===== config.mk =====
export PLATFORM = sky130hd
export DESIGN_NAME = gpio_input_port_flat
export DESIGN_NICKNAME = d
export VERILOG_FILES = /design/src/rtl/gpio_input_port_if.sv /design/src/rtl/gpio_input_port.sv /design/src/flat_wrapper.sv
export SDC_FILE = /design/constraint.sdc
export NUM_CORES = 1
export LEC_CHECK = 0
export ABC_AREA = 0
export CORE_MARGIN = 5
export CORE_UTILIZATION = 25
export DETAILED_ROUTE_END_ITERATION = 10
export DONT_BUFFER_PORTS = 1
export HOLD_SLACK_MARGIN = 0.15
export PLACE_DENSITY = 0.49
export SYNTH_ARGS = -nofsm -noshare
export SYNTH_HDL_FRONTEND = slang
export SYNTH_SLANG_ARGS = --single-unit

===== constraint.sdc =====
create_clock -name CLK -period 1.1 [get_ports CLK]
set_input_delay 0 -clock CLK [delete_from_list [all_inputs] [get_ports CLK]]
set_output_delay 0 -clock CLK [all_outputs]
set_load 0.01 [all_outputs]

===== src/rtl/gpio_input_port_if.sv =====
// CPU data-memory port bundle for the GPIO input peripheral (word offset, write data, read data).
interface gpio_input_port_if;
  logic        SEL;
  logic [1:0]  RAM_ADDR;
  logic [31:0] RAM_WRITE_DATA;
  logic        RAM_WRITE_ENABLE;
  logic [31:0] RAM_READ_DATA;

  modport master (
    output SEL,
    output RAM_ADDR,
    output RAM_WRITE_DATA,
    output RAM_WRITE_ENABLE,
    input  RAM_READ_DATA
  );

  modport slave (
    input  SEL,
    input  RAM_ADDR,
    input  RAM_WRITE_DATA,
    input  RAM_WRITE_ENABLE,
    output RAM_READ_DATA
  );
endinterface


===== src/rtl/gpio_input_port.sv =====
// Memory-mapped GPIO input port: synchronise, optionally debounce (GPIO_IN_DEBOUNCE_EN), latch
// rising/falling edges as W1C pending flags and raise a maskable IRQ. Registered 1-cycle reads.
module gpio_input_port #(
  parameter int unsigned WIDTH           = 32,
  parameter int unsigned SYNC_STAGES     = 2,
  parameter int unsigned DEBOUNCE_CYCLES = 4
) (
  input  logic               CLK,
  input  logic               RST,
  input  logic [WIDTH-1:0]   GPIO_IN,
  gpio_input_port_if.slave   bus,
  output logic               IRQ
);

  if (WIDTH < 1 || WIDTH > 32) begin : g_bad_width
    $error("WIDTH must be in 1..32");
  end
  if (SYNC_STAGES < 2) begin : g_bad_sync
    $error("SYNC_STAGES must be >= 2");
  end
  if (DEBOUNCE_CYCLES < 1) begin : g_bad_debounce
    $error("DEBOUNCE_CYCLES must be >= 1");
  end

  logic [WIDTH-1:0] r_sync [SYNC_STAGES];
  logic [WIDTH-1:0] r_stable;
  logic [WIDTH-1:0] r_rise_pend;
  logic [WIDTH-1:0] r_fall_pend;
  logic [WIDTH-1:0] r_irq_mask;
  logic [31:0]      r_rdata;
  logic             r_irq;

  logic [WIDTH-1:0] w_sync;
  logic [WIDTH-1:0] w_stable_d;
  logic [WIDTH-1:0] w_rise;
  logic [WIDTH-1:0] w_fall;
  logic [WIDTH-1:0] w_rise_clr;
  logic [WIDTH-1:0] w_fall_clr;
  logic [WIDTH-1:0] w_wdata;
  logic             w_wr;
  logic             w_rd;
  logic [31:0]      w_rdata_sel;

  assign w_sync  = r_sync[SYNC_STAGES-1];
  assign w_wdata = bus.RAM_WRITE_DATA[WIDTH-1:0];
  assign w_wr    = bus.SEL & bus.RAM_WRITE_ENABLE;
  assign w_rd    = bus.SEL & ~bus.RAM_WRITE_ENABLE;

`ifdef GPIO_IN_DEBOUNCE_EN
  localparam int unsigned     CntW    = $clog2(DEBOUNCE_CYCLES + 1);
  localparam logic [CntW-1:0] CntLast = CntW'(DEBOUNCE_CYCLES - 1);

  logic [CntW-1:0] r_cnt   [WIDTH];
  logic [CntW-1:0] w_cnt_d [WIDTH];

  // A changed value is accepted only after it has differed from stable for DEBOUNCE_CYCLES cycles.
  always_comb begin
    w_stable_d = r_stable;
    for (int i = 0; i < WIDTH; i++) begin
      w_cnt_d[i] = '0;
      if (w_sync[i] != r_stable[i]) begin
        if (r_cnt[i] == CntLast) begin
          w_stable_d[i] = w_sync[i];
        end else begin
          w_cnt_d[i] = r_cnt[i] + 1'b1;
        end
      end
    end
  end

  always_ff @(posedge CLK) begin
    if (RST) begin
      r_cnt <= '{default: '0};
    end else begin
      r_cnt <= w_cnt_d;
    end
  end
`else
  always_comb begin
    w_stable_d = w_sync;
  end
`endif

  always_comb begin
    w_rise     = w_stable_d & ~r_stable;
    w_fall     = ~w_stable_d & r_stable;
    w_rise_clr = '0;
    w_fall_clr = '0;
    if (w_wr && bus.RAM_ADDR == 2'd1) w_rise_clr = w_wdata;
    if (w_wr && bus.RAM_ADDR == 2'd2) w_fall_clr = w_wdata;
  end

  always_comb begin
    w_rdata_sel = '0;
    unique case (bus.RAM_ADDR)
      2'd0: w_rdata_sel[WIDTH-1:0] = r_stable;
      2'd1: w_rdata_sel[WIDTH-1:0] = r_rise_pend;
      2'd2: w_rdata_sel[WIDTH-1:0] = r_fall_pend;
      2'd3: w_rdata_sel[WIDTH-1:0] = r_irq_mask;
      default: w_rdata_sel = '0;
    endcase
  end

  always_ff @(posedge CLK) begin
    if (RST) begin
      r_sync      <= '{default: '0};
      r_stable    <= '0;
      r_rise_pend <= '0;
      r_fall_pend <= '0;
      r_irq_mask  <= '0;
      r_rdata     <= '0;
      r_irq       <= 1'b0;
    end else begin
      r_sync[0] <= GPIO_IN;
      for (int s = 1; s < SYNC_STAGES; s++) begin
        r_sync[s] <= r_sync[s-1];
      end
      r_stable <= w_stable_d;
      // A new edge in the same cycle as a W1C clear keeps the flag set.
      r_rise_pend <= (r_rise_pend & ~w_rise_clr) | w_rise;
      r_fall_pend <= (r_fall_pend & ~w_fall_clr) | w_fall;
      if (w_wr && bus.RAM_ADDR == 2'd3) begin
        r_irq_mask <= w_wdata;
      end
      r_rdata <= w_rd ? w_rdata_sel : 32'h0;
      r_irq   <= |((r_rise_pend | r_fall_pend) & r_irq_mask);
    end
  end

  assign bus.RAM_READ_DATA = r_rdata;
  assign IRQ               = r_irq;

endmodule


===== src/flat_wrapper.sv =====
// flat-port wrapper written by rule: the top's interface ports become plain ports
module gpio_input_port_flat 
#(
  parameter int unsigned WIDTH           = 32,
  parameter int unsigned SYNC_STAGES     = 2,
  parameter int unsigned DEBOUNCE_CYCLES = 4
)
  (CLK, RST, GPIO_IN, IRQ, bus_SEL, bus_RAM_ADDR, bus_RAM_WRITE_DATA, bus_RAM_WRITE_ENABLE, bus_RAM_READ_DATA);
  gpio_input_port_if bus_i ();
  input  logic CLK;
  input  logic RST;
  input  logic [WIDTH-1:0] GPIO_IN;
  output logic IRQ;
  input wire logic [$bits(bus_i.SEL)-1:0] bus_SEL;
  input wire logic [$bits(bus_i.RAM_ADDR)-1:0] bus_RAM_ADDR;
  input wire logic [$bits(bus_i.RAM_WRITE_DATA)-1:0] bus_RAM_WRITE_DATA;
  input wire logic [$bits(bus_i.RAM_WRITE_ENABLE)-1:0] bus_RAM_WRITE_ENABLE;
  output wire logic [$bits(bus_i.RAM_READ_DATA)-1:0] bus_RAM_READ_DATA;
  assign bus_i.SEL = bus_SEL;
  assign bus_i.RAM_ADDR = bus_RAM_ADDR;
  assign bus_i.RAM_WRITE_DATA = bus_RAM_WRITE_DATA;
  assign bus_i.RAM_WRITE_ENABLE = bus_RAM_WRITE_ENABLE;
  assign bus_RAM_READ_DATA = bus_i.RAM_READ_DATA;
  gpio_input_port #(.WIDTH(WIDTH), .SYNC_STAGES(SYNC_STAGES), .DEBOUNCE_CYCLES(DEBOUNCE_CYCLES)) u_core (.CLK(CLK), .RST(RST), .GPIO_IN(GPIO_IN), .bus(bus_i), .IRQ(IRQ));
endmodule

==> parameters.txt <==
Parameter                              Value

Outcome
  Status ... finished with violations
  Failing checks ... hold timing, setup timing

Drt
  Count of routing violations after the opening detailed-route iteration ... 274
  Detailed-routing wirelength on met1 ... 10700 microns
  Metal2 WL ... 11200 microns
  Vias per Instance ... 4.26
  Highest metal used ... met5
  Number of nets with antenna violations after routing ... 0
  Routed via count ... 6363
  Number of iterations in the first detailed-routing pass ... 4
  Detailed-route DRC error count ... 0
  Met3 routed WL ... 1400 microns
  Routed length per placed instance ... 16.0 microns
  DRT Wirelength ... 23800 microns

Place
  Final estimated routing congestion in global placement ... 0.752
  Placement-stage cell area ... 9320 sq um
  Quantity of I/O buffers inserted on ports ... 0
  Final HPWL from detailed placement ... 14900 microns
  Worst setup slack before clock tree synthesis ... -0.261 ns

Worst setup path
  Type of element launching the critical path ... register
  Arrival @ worst endpoint ... 1.61 ns
  Biggest cell delay along the critical path ... 0.50 ns
  Element type at the critical path end ... register
  Required arrival time at the worst endpoint ... 1.51 ns
  Worst Path Class, Setup ... reg -> reg
  Cell breakdown of the critical path ... buf_6 > mux4_2 > nor2b_4
  CP Max Fanout ... 2
  Critical-path cell with the highest stage delay ... mux4_2

Global route
  Number of antenna violations at the first check in global routing ... 2
  Global-route wire length before repair ... 36000 microns
  Via count of the first global-routing pass ... 6089
  Overall track demand over capacity in global routing ... 12.1%
  Pin count of the biggest net entering global routing ... 195
  Residual overflow from global routing ... 0

Timing
  Fin crit share ... 109%
  Worst Slack Setup Final ... -0.101 ns
  RSZ-0062 raised after global routing ... yes
  Actual transition at the worst max-transition pin ... 0.351 ns
  Count of final hold-check violations ... 178
  Final max-slew violation count ... 0
  Maximum clock rate ... 0.833 GHz
  Slew margin rel. ... 76.6%
  Number of setup violations in the final report ... 23
  Clk_skew ... 0.00767 ns
  Final Hold Slack ... -0.444 ns
  Period minus WS final ... 1.20 ns

Power and ir drop
  Net switching power ... 4.01 mW
  Power Density ... 1540 nW/um^2
  Static power due to leakage ... 4.42 nW
  Part of the power in combinational logic ... 6.4%
  Total design power ... 18.1 mW
  Maximum ir drop on the vdd rail ... 1.09 mV
  Switching fraction of total power ... 22.1%
  Internal Pwr Total ... 14.1 mW
  Clk network pwr share ... 46.0%
  Proportion of power drawn by flip-flops and latches ... 47.6%

Cells and area
  Final cell utilization of the core ... 35.3%
  Design area ... 11800 sq um
  Final net count ... 1095
  Fraction of final layout cells with drive strength greater than 1 ... 24.2%
  Synth-to-layout area growth ... 40.2%

Floorplanning
  Die width ... 193 microns
  Core ar. ... 33400 sq um
  Starting utilization of the core area ... 25.2%
  Number of primary I/O pins ... 103
  Y dimension of the die ... 193 microns
  Number of standard-cell rows in the floorplan ... 67
  Total Die Area ... 37400 sq um

CTS
  Clock Path Buffers ... 3
  Clock slew at reported path FFs ... 0.06 ns
  TritonCTS clock tree ... yes
  Sink count of the clock tree ... 225
  Clock buffers created by TritonCTS ... 27
  Root Buffer Master ... clkbuf_16
  # H-tree levels ... 1
  Clock network latency to the later pin of the worst-skew pair ... 0.53 ns

Yosys
  Cell area after synthesis ... 8410 sq um
  Sequential cell area fraction in the yosys report ... 53.6%
  Largest cells by area after synthesis ... dfxtp_1 (54%), nor2b_1 (12%), mux4_2 (8.6%), a21oi_1 (5.8%), nand2_1 (5.7%)
  Synthesis-stage register bit count ... 225
  Post-Syn Instances ... 832
  Warnings, synthesis ... 0
  Net count after synthesis ... 902
  Synth cell types ... 20
  Cell type contributing the most total cell area after synthesis ... dfxtp_1
  Area share of the leading cell type in the synthesized netlist ... 53.6%
  Mean instance size in the synthesized netlist ... 10.1 sq um

Flow run
  Count of max-cap constraint violations ... 0

Worst hold path
  Type of the tightest min-delay check ... in -> reg
==> routing by layer <==
metal / GRT usage, % / vias to the layer above
met5: 0 / -
met2: 19.8 / 135
met1: 15.6 / 3066
met4: 2.78 / 2
met3: 3.72 / 31
li1: - / 3129
==> stage by stage <==
stage          instances  TNS, ns
3_5_place_dp        1310    -1.19
2_1_floorplan        832        0
6_report            1492    -1.06
3_3_place_gp        1310    -1.18
5_1_grt             1492    -1.56
4_1_cts             1427    -1.11
==> worst paths after layout <==
| kind | from | to | slack (ns) | cells past startpoint |
|---|---|---|---|---|
| worst max-delay path | u_core.r_rise_pend[29] | u_core.bus.RAM_READ_DATA[29] | -0.10 | 3 |
| worst max register to register | u_core.r_rise_pend[29] | u_core.bus.RAM_READ_DATA[29] | -0.10 | 3 |
| worst min register to register | u_core.r_sync[50] | u_core.w_stable_d[18] | 0.44 | 1 |
| worst min-delay path | RST | u_core.w_stable_d[6] | -0.44 | 1 |
==> cell type report <==
class | instances | area [sq um]
diodes | 1 | 2.50
fillers | 3462 | 21600
clock inverters | 9 | 60.1
well taps | 448 | 561
clock buffers | 38 | 777
repair buffers | 211 | 2150
flip-flops and latches | 225 | 4570
multi-input cells | 560 | 3670
==> cells by family after synthesis <==
family	synth area share, %
AOI/OAI and AO/OA	7.68
muxes	8.57
buffers and inverters	3.63
DFF	53.6
and+or+nand+nor	26.5
==> state kept, by name, summed over array words and instances (netlist names) <==
signal                    cells
u_core.IRQ                    1
u_core.r_sync                32
u_core.r_fall_pend           32
u_core.r_irq_mask            32
u_core.bus.RAM_READ_DATA     32
u_core.r_stable              32
u_core.w_stable_d            32
u_core.r_rise_pend           32
==> cells in the mapped netlist <==
cell type and number:
dfxtp_1 225, nor2b_1 165, nand2_1 128, a21oi_1 97, nor2_1 64, mux4_2 32
o21ai_0 32, nor2b_4 27, clkbuf_1 20, buf_2 11, nand4_1 9, buf_6 7
buf_4 5, and4b_1 2, buf_12 2, nor4_1 2, and4_1 1, buf_1 1
buf_8 1, or3b_1 1
==> placed cells by master (no fill, tap or decap), types with 2 or more instances in the layout <==
| cell | instances |
|---|---|
| buf_6 | 45 |
| dfxtp_2 | 54 |
| nor2b_4 | 30 |
| o21ai_1 | 16 |
| and4b_1 | 2 |
| o21ai_0 | 6 |
| buf_12 | 6 |
| dfxtp_1 | 171 |
| o21ai_2 | 10 |
| nand4_1 | 9 |
| a21oi_1 | 97 |
| nor2_1 | 64 |
| clkbuf_1 | 5 |
| clkinv_2 | 4 |
| clkbuf_8 | 6 |
| clkinvlp_4 | 3 |
| clkbuf_16 | 27 |
| buf_4 | 31 |
| nor2b_1 | 162 |
| mux4_2 | 32 |
| nand2_1 | 128 |
| dlygate4sd3_1 | 129 |
==> power groups by stage <==
stage / combinational [mW] / sequential [mW] / clock (mW)
global route: 1.26 / 8.66 / 8.95
finish: 1.15 / 8.63 / 8.34
floorplan: 0.704 / 8.71 / 0
global placement: 0.769 / 8.76 / 0
detailed placement: 0.772 / 8.76 / 0
CTS: 0.983 / 8.61 / 8.61
==> repair_timing <==
item / in CTS / in global routing
hold buffers: 73 / 61
pin swaps: 5 / 4
resized for setup: 90 / 50
setup endpoints to repair: 25 / 31
hold endpoints to repair: 225 / 187
buffers inserted: 1 / 9
==> worst max-delay path: cells and delay by family, from the launching register on <==
family	cells	cell delay [ns]
mux	1	0.50
flops	1	0.32
buf+inv	1	0.11
simple gates	1	0.15
Power figures use the tool's default switching activity.
